--- config.mk ---
export PLATFORM = sky130hd
export DESIGN_NAME = writeback_queue_flat
export DESIGN_NICKNAME = d
export VERILOG_FILES = /design/src/rtl/writeback_queue_if.sv /design/src/rtl/writeback_queue.sv /design/src/flat_wrapper.sv
export SDC_FILE = /design/constraint.sdc
export NUM_CORES = 1
export LEC_CHECK = 0
export BUFFER_PORTS_ARGS = -buffer_cell sky130_fd_sc_hd__buf_4
export CELL_PAD_IN_SITES_DETAIL_PLACEMENT = 0
export CELL_PAD_IN_SITES_GLOBAL_PLACEMENT = 1
export CORE_MARGIN = 8
export CORE_UTILIZATION = 46
export CTS_CLUSTER_DIAMETER = 80
export DETAILED_ROUTE_END_ITERATION = 10
export GPL_ROUTABILITY_DRIVEN = 0
export PLACE_DENSITY = 0.92
export SLEW_MARGIN = 20
export SYNTH_ARGS = -nofsm -noshare
export SYNTH_HDL_FRONTEND = slang
export SYNTH_SLANG_ARGS = --single-unit
--- constraint.sdc ---
create_clock -name clk -period 3.1 [get_ports clk]
set_input_delay 0.465 -clock clk [delete_from_list [all_inputs] [get_ports clk]]
set_output_delay 0.465 -clock clk [all_outputs]
set_load 0.005 [all_outputs]
--- src/rtl/writeback_queue_if.sv ---
// writeback_queue_if: write-back request, register-bank drain and pending-write lookup bundle
interface writeback_queue_if #(
  parameter int ADDR_W = 5,
  parameter int DATA_W = 32,
  parameter int DEPTH  = 4
);
  logic [1:0]              sel;
  logic [ADDR_W-1:0]       rt_addr;
  logic [15:0]             instr_off;
  logic [ADDR_W-1:0]       alt_addr;
  logic [DATA_W-1:0]       wr_data;
  logic                    wr_valid;
  logic                    wr_ready;
  logic                    rf_we;
  logic [ADDR_W-1:0]       rf_addr;
  logic [DATA_W-1:0]       rf_data;
  logic                    rf_ready;
  logic [ADDR_W-1:0]       q_addr;
  logic                    q_hit;
  logic [DATA_W-1:0]       q_data;
  logic [$clog2(DEPTH):0]  count;
  modport master (
    output sel, rt_addr, instr_off, alt_addr, wr_data, wr_valid, rf_ready, q_addr,
    input  wr_ready, rf_we, rf_addr, rf_data, q_hit, q_data, count
  );
  modport slave (
    input  sel, rt_addr, instr_off, alt_addr, wr_data, wr_valid, rf_ready, q_addr,
    output wr_ready, rf_we, rf_addr, rf_data, q_hit, q_data, count
  );
endinterface

--- src/rtl/writeback_queue.sv ---
// writeback_queue: destination select plus small write-back FIFO draining into the register bank,
// with a youngest-match lookup over queued entries for hazard detection and forwarding.
module writeback_queue #(
    parameter int ADDR_W   = 5,
    parameter int DATA_W   = 32,
    parameter int DEPTH    = 4,
    parameter int LINK_REG = 31
) (
    input logic clk,
    input logic reset,
    writeback_queue_if.slave bus
);
    localparam int PW = $clog2(DEPTH);
    localparam int CW = PW + 1;

    logic [ADDR_W-1:0] addr_mem [DEPTH];
    logic [DATA_W-1:0] data_mem [DEPTH];
    logic [PW-1:0]     rd_ptr, wr_ptr;
    logic [CW-1:0]     count;
    logic [ADDR_W-1:0] dest;
    logic              push, pop, empty;

    always_comb begin
        dest = bus.sel == 2'b00 ? bus.rt_addr :
               bus.sel == 2'b01 ? ADDR_W'(bus.instr_off[15:11]) :
               bus.sel == 2'b10 ? bus.alt_addr : ADDR_W'(LINK_REG);
    end

    // full queue holds off writes even if the bank drains this cycle
    assign empty        = count == '0;
    assign bus.wr_ready = count != CW'(DEPTH);
    assign push         = bus.wr_valid && bus.wr_ready && dest != '0;
    assign pop          = !empty && bus.rf_ready;
    assign bus.rf_we    = !empty;
    assign bus.rf_addr  = empty ? '0 : addr_mem[rd_ptr];
    assign bus.rf_data  = empty ? '0 : data_mem[rd_ptr];
    assign bus.count    = count;

    always_ff @(posedge clk or posedge reset) begin
        if (reset) begin
            rd_ptr <= '0;
            wr_ptr <= '0;
            count  <= '0;
        end else begin
            rd_ptr <= pop  ? rd_ptr + 1'b1 : rd_ptr;
            wr_ptr <= push ? wr_ptr + 1'b1 : wr_ptr;
            count  <= count + CW'(push) - CW'(pop);
        end
    end

    always_ff @(posedge clk) begin
        if (push) begin
            addr_mem[wr_ptr] <= dest;
            data_mem[wr_ptr] <= bus.wr_data;
        end
    end

    // scan oldest to youngest so the last match seen is the youngest
    always_comb begin
        bus.q_hit  = 1'b0;
        bus.q_data = '0;
        for (int i = 0; i < DEPTH; i++) begin
            if (CW'(i) < count && bus.q_addr != '0 && addr_mem[PW'(rd_ptr + PW'(i))] == bus.q_addr) begin
                bus.q_hit  = 1'b1;
                bus.q_data = data_mem[PW'(rd_ptr + PW'(i))];
            end
        end
    end
endmodule

--- src/flat_wrapper.sv ---
// flat-port wrapper written by rule: the top's interface ports become plain ports
module writeback_queue_flat 
#(
    parameter int ADDR_W   = 5,
    parameter int DATA_W   = 32,
    parameter int DEPTH    = 4,
    parameter int LINK_REG = 31
)
  (clk, reset, bus_sel, bus_rt_addr, bus_instr_off, bus_alt_addr, bus_wr_data, bus_wr_valid, bus_rf_ready, bus_q_addr, bus_wr_ready, bus_rf_we, bus_rf_addr, bus_rf_data, bus_q_hit, bus_q_data, bus_count);
  writeback_queue_if #(.ADDR_W(ADDR_W), .DATA_W(DATA_W), .DEPTH(DEPTH)) bus_i ();
  input logic clk;
  input logic reset;
  input wire logic [$bits(bus_i.sel)-1:0] bus_sel;
  input wire logic [$bits(bus_i.rt_addr)-1:0] bus_rt_addr;
  input wire logic [$bits(bus_i.instr_off)-1:0] bus_instr_off;
  input wire logic [$bits(bus_i.alt_addr)-1:0] bus_alt_addr;
  input wire logic [$bits(bus_i.wr_data)-1:0] bus_wr_data;
  input wire logic [$bits(bus_i.wr_valid)-1:0] bus_wr_valid;
  input wire logic [$bits(bus_i.rf_ready)-1:0] bus_rf_ready;
  input wire logic [$bits(bus_i.q_addr)-1:0] bus_q_addr;
  output wire logic [$bits(bus_i.wr_ready)-1:0] bus_wr_ready;
  output wire logic [$bits(bus_i.rf_we)-1:0] bus_rf_we;
  output wire logic [$bits(bus_i.rf_addr)-1:0] bus_rf_addr;
  output wire logic [$bits(bus_i.rf_data)-1:0] bus_rf_data;
  output wire logic [$bits(bus_i.q_hit)-1:0] bus_q_hit;
  output wire logic [$bits(bus_i.q_data)-1:0] bus_q_data;
  output wire logic [$bits(bus_i.count)-1:0] bus_count;
  assign bus_i.sel = bus_sel;
  assign bus_i.rt_addr = bus_rt_addr;
  assign bus_i.instr_off = bus_instr_off;
  assign bus_i.alt_addr = bus_alt_addr;
  assign bus_i.wr_data = bus_wr_data;
  assign bus_i.wr_valid = bus_wr_valid;
  assign bus_i.rf_ready = bus_rf_ready;
  assign bus_i.q_addr = bus_q_addr;
  assign bus_wr_ready = bus_i.wr_ready;
  assign bus_rf_we = bus_i.rf_we;
  assign bus_rf_addr = bus_i.rf_addr;
  assign bus_rf_data = bus_i.rf_data;
  assign bus_q_hit = bus_i.q_hit;
  assign bus_q_data = bus_i.q_data;
  assign bus_count = bus_i.count;
  writeback_queue #(.ADDR_W(ADDR_W), .DATA_W(DATA_W), .DEPTH(DEPTH), .LINK_REG(LINK_REG)) u_core (.clk(clk), .reset(reset), .bus(bus_i));
endmodule
==> implementation parameters <==
Parameter                              Value

Run status
  Run status ... complete, but fails checks
  Violations in the final reports ... setup timing

Power
  Peak supply drop ... 0.637 mV
  NetSw ... 0.00480 W
  Fraction of power consumed by the clock network ... 17.2%
  Post-layout power ... 0.0122 W
  Relative contribution of sequential cells to total power ... 24.8%
  Fraction of power spent switching nets ... 39.3%
  Logic gate share of total power ... 58.0%
  Int Power ... 0.00743 W
  Static leakage ... 4.99 nW
  Power density relative to cell area ... 969 nW/um2

Clock network
  Clock root buffer ... sky130_fd_sc_hd__clkbuf_16
  Clock latency on the worst-skew pair ... 0.42 ns
  Number of levels the H-tree was split into ... 4
  CTS tree ... yes
  Buffer levels on the longest clock path ... 2
  Number of sinks on the clock net ... 155
  CTS buffer count ... 17
  Clock slew seen by the registers of the worst setup and hold paths ... 0.07 ns

Critical path
  Bufs and invs on worst path ... 4
  Critical path's slowest cell ... sky130_fd_sc_hd__dfrtp_4
  Biggest cell delay along the critical path ... 0.52 ns
  CP cell instances ... buf_12 -> mux4_2 -> xnor2_1 -> nand2_2 -> a211oi_4 -> buf_6 -> buf_16 -> o2111ai_1 -> a311oi_2 -> buf_4
  Max FO, Critical Path ... 15
  Data required, critical path ... 2.63 ns
  FF-to-FF Start ... u_core.bus.count[1]
  Critical path endpoint category ... primary output
  Top Family by Delay on Critical Path ... compound AO/OA/AOI/OAI gates
  Start point of the critical path ... u_core.rd_ptr[0]
  Number of logic stages on the critical path including buffering ... 10
  R2R cell count ... 6
  Startpoint Class ... register
  Critical path type ... reg2out
  Arrival time worst endpoint ... 3.12 ns

STA
  Transition time at the pin with the least slew margin ... 0.691 ns
  Final Hold Vio Count ... 0
  Worst-case setup margin in the final layout ... -0.487 ns
  Final period demand of the worst path ... 3.59 ns
  Clock Skews ... 0.00812 ns
  Max-slew headroom ... 53.9%
  Fmax ... 0.279 GHz
  Final worst path period share ... 116%
  Final-layout worst hold slack ... 0.231 ns
  Final count of pins violating max slew ... 0
  Setup TNS ... -14.47 ns
  Unrepaired setup endpoints after global routing ... true
  Setup Viol. Count Final ... 33

Logic synthesis
  Total of flip-flops plus latches after synthesis ... 155
  Post-synth ARST share ... 4.52%
  Share of the yosys chip area belonging to registers ... 46.5%
  Largest family of logic cells by synthesized area ... multiplexers
  Nets in the synthesized netlist ... 961
  Gate count after technology mapping ... 883
  Synthesized cell area ... 9920 um2
  Area fraction in and, or, nand and nor cells after synthesis ... 9.67%
  Fraction of synthesized cell area in xor and xnor cells ... 2.38%
  Yosys synthesis warning count ... 0
  Most used DFF post-synth ... sky130_fd_sc_hd__edfxtp_1
  Number of unique standard cell types used by synthesis ... 44
  Synthesized area per cell ... 11.2 um2
  Number of enable flip-flop cells after synthesis ... 148
  Compound-Gate Fraction of Synth Area ... 17.1%
  Share of cell area taken by muxes after synthesis ... 18.3%
  Adder-cell area share of the yosys netlist ... 1.21%

Final layout
  Area added between synthesis and finish ... 27.2%
  Total area of multi-input combinational cells ... 5100 um2
  FF+latch area ... 4630 um2
  Antenna diodes ... 0
  Fill cell total of the finished layout ... 1,674
  Number of nets at the end of the flow ... 1,115
  Fraction of final layout cells sized beyond drive strength 1 ... 36.6%
  Final std cell area, no fill ... 12,600 um2

Route
  Routed via count ... 8,116
  Number of DRC violations after detailed routing ... 0
  Total iterations of the first detailed-routing run ... 5
  Detailed-route wire length per cell ... 21.4 um
  DRT iter0 DRCs ... 697
  Number of routed nets with antenna violations ... 0
  Vias per std cell ... 6.13
  Final Routed Wirelength ... 28,300 um

Hold path
  Beginning of the worst hold path ... bus_wr_data[28]
  Worst hold path stage count ... 1
  Min-delay worst type ... in2reg

Global routing
  Via count of the first global-routing pass ... 8,066
  Maximum number of pins on one net before global-route repair ... 70
  Met1 layer usage reported by global route ... 26.0%
  Global-route usage over all layers ... 21.0%
  Grt met3 use ... 3.59%
  Peak-usage layer in the global routing report ... met2
  Total congestion overflow ... 0
  Global-route wire length before repair ... 43,700 um
  Number of antenna violations at the first check in global routing ... 0
  Met2 routing resource usage after global routing ... 34.7%

Place
  Worst slack after detailed placement ... -0.192 ns
  Post-DP HPWL ... 18,300 um
  Port Buf Inserts ... 132
  Instance area after placement ... 11,600 um2

Floorplan
  Core Region ... 21,100 um2
  Initial cell density of the core ... 47.1%
  Height of the die ... 163 um
  Area of the die ... 26,500 um2
  Count of standard-cell rows ... 53
  IO Count ... 144
  Die X-Extent ... 163 um

Flow run
  Max-capacitance violation count ... 0
-- metal layers --
| metal | wire length (um) | vias up |
|---|---|---|
| met5 | 0 | - |
| met4 | 917 | 0 |
| met3 | 1900 | 64 |
| met2 | 13900 | 367 |
| met1 | 11600 | 3957 |
| li1 | - | 3728 |
-- cell usage after synthesis (10+ instances only) --
| cell | number | area (um2) |
|---|---|---|
| sky130_fd_sc_hd__o2111ai_1 | 32 | 280 |
| sky130_fd_sc_hd__mux2_2 | 37 | 417 |
| sky130_fd_sc_hd__clkbuf_1 | 42 | 158 |
| sky130_fd_sc_hd__a21oi_1 | 34 | 170 |
| sky130_fd_sc_hd__inv_1 | 11 | 41.3 |
| sky130_fd_sc_hd__a311oi_1 | 19 | 166 |
| sky130_fd_sc_hd__mux4_2 | 10 | 225 |
| sky130_fd_sc_hd__xor2_1 | 12 | 105 |
| sky130_fd_sc_hd__edfxtp_1 | 148 | 4440 |
| sky130_fd_sc_hd__a211oi_1 | 57 | 428 |
| sky130_fd_sc_hd__xnor2_1 | 15 | 131 |
| sky130_fd_sc_hd__buf_2 | 24 | 120 |
| sky130_fd_sc_hd__o22ai_1 | 32 | 200 |
| sky130_fd_sc_hd__o211a_1 | 32 | 320 |
| sky130_fd_sc_hd__nand2_1 | 155 | 582 |
| sky130_fd_sc_hd__mux2i_1 | 107 | 1070 |
| sky130_fd_sc_hd__or2_2 | 31 | 194 |
-- kinds of logic (layout without fill, tap and decap cells) --
family / after synthesis / count (layout)
muxes: 158 / 158
and+or+nand+nor: 218 / 218
DFF: 155 / 155
AOI/OAI and AO/OA: 220 / 220
xor gates and xnor gates: 27 / 27
buffers and inverters: 96 / 263
adders and majority gates: 9 / 9
-- layout by cell type (no fill, tap or decap), drive strengths merged, types with 5 or more instances in the layout --
cell	instances
buf	219
nand2	155
edfxtp	148
mux2i	107
a211oi	59
mux2	37
a21oi	34
o22ai	32
o2111ai	32
o211a	32
or2	31
clkbuf	21
a311oi	19
xnor2	15
mux4	14
xor2	12
inv	12
and2	9
ha	8
dfrtp	7
nand3	6
o22a	5
clkinv	5
-- per-stage QoR --
| step | utilization [%] | instances |
|---|---|---|
| floorplan | - | 883 |
| global placement | 55.2 | 1285 |
| detailed placement | 55.2 | 1285 |
| CTS | 59.0 | 1322 |
| global route | 59.9 | 1325 |
| finish | 59.9 | 1325 |
-- power groups by stage --
stage,clock (W),sequential (W),combinational (W)
2_1_floorplan,0,0.00298,0.00423
3_3_place_gp,0,0.00303,0.00668
3_5_place_dp,0,0.00307,0.00675
4_1_cts,0.00213,0.00303,0.00695
5_1_grt,0.00222,0.00307,0.00761
6_report,0.00211,0.00303,0.00709
-- repair_timing --
item                                    in CTS  in global routing
buffers inserted                             3                  3
resized for setup                           31                 29
pin swaps                                   10                  8
endpoints found under the hold margin        7                  0
gates cloned                                 1                  0
endpoints found under the setup margin      49                 38
hold buffers                                 1                  0
-- registers in the layout (all words and copies together), names as in the netlist --
name              count
u_core.bus.count      3
u_core.data_mem     128
u_core.rd_ptr         2
u_core.wr_ptr         2
u_core.addr_mem      20
-- worst paths after layout --
kind / slack (ns) / end
worst max-delay path: -0.49 / bus_q_data[10]
worst min-delay path: 0.23 / u_core.data_mem[3][28]
worst max register to register: 0.87 / u_core.data_mem[2][13]
worst min register to register: 0.65 / u_core.wr_ptr[1]
max in group asynchronous: 2.33 / u_core.rd_ptr[0]
min in group asynchronous: 0.53 / u_core.wr_ptr[0]
-- final cells by class --
cell class              count  area share [%]
clock buffers              21            3.57
clock inverters            11            1.16
inverters                  11           0.327
multi-input cells         632            40.4
flip-flops and latches    155            36.7
well taps                 275            2.73
repair buffers            220            15.2
(Power assumes the default switching activity.)
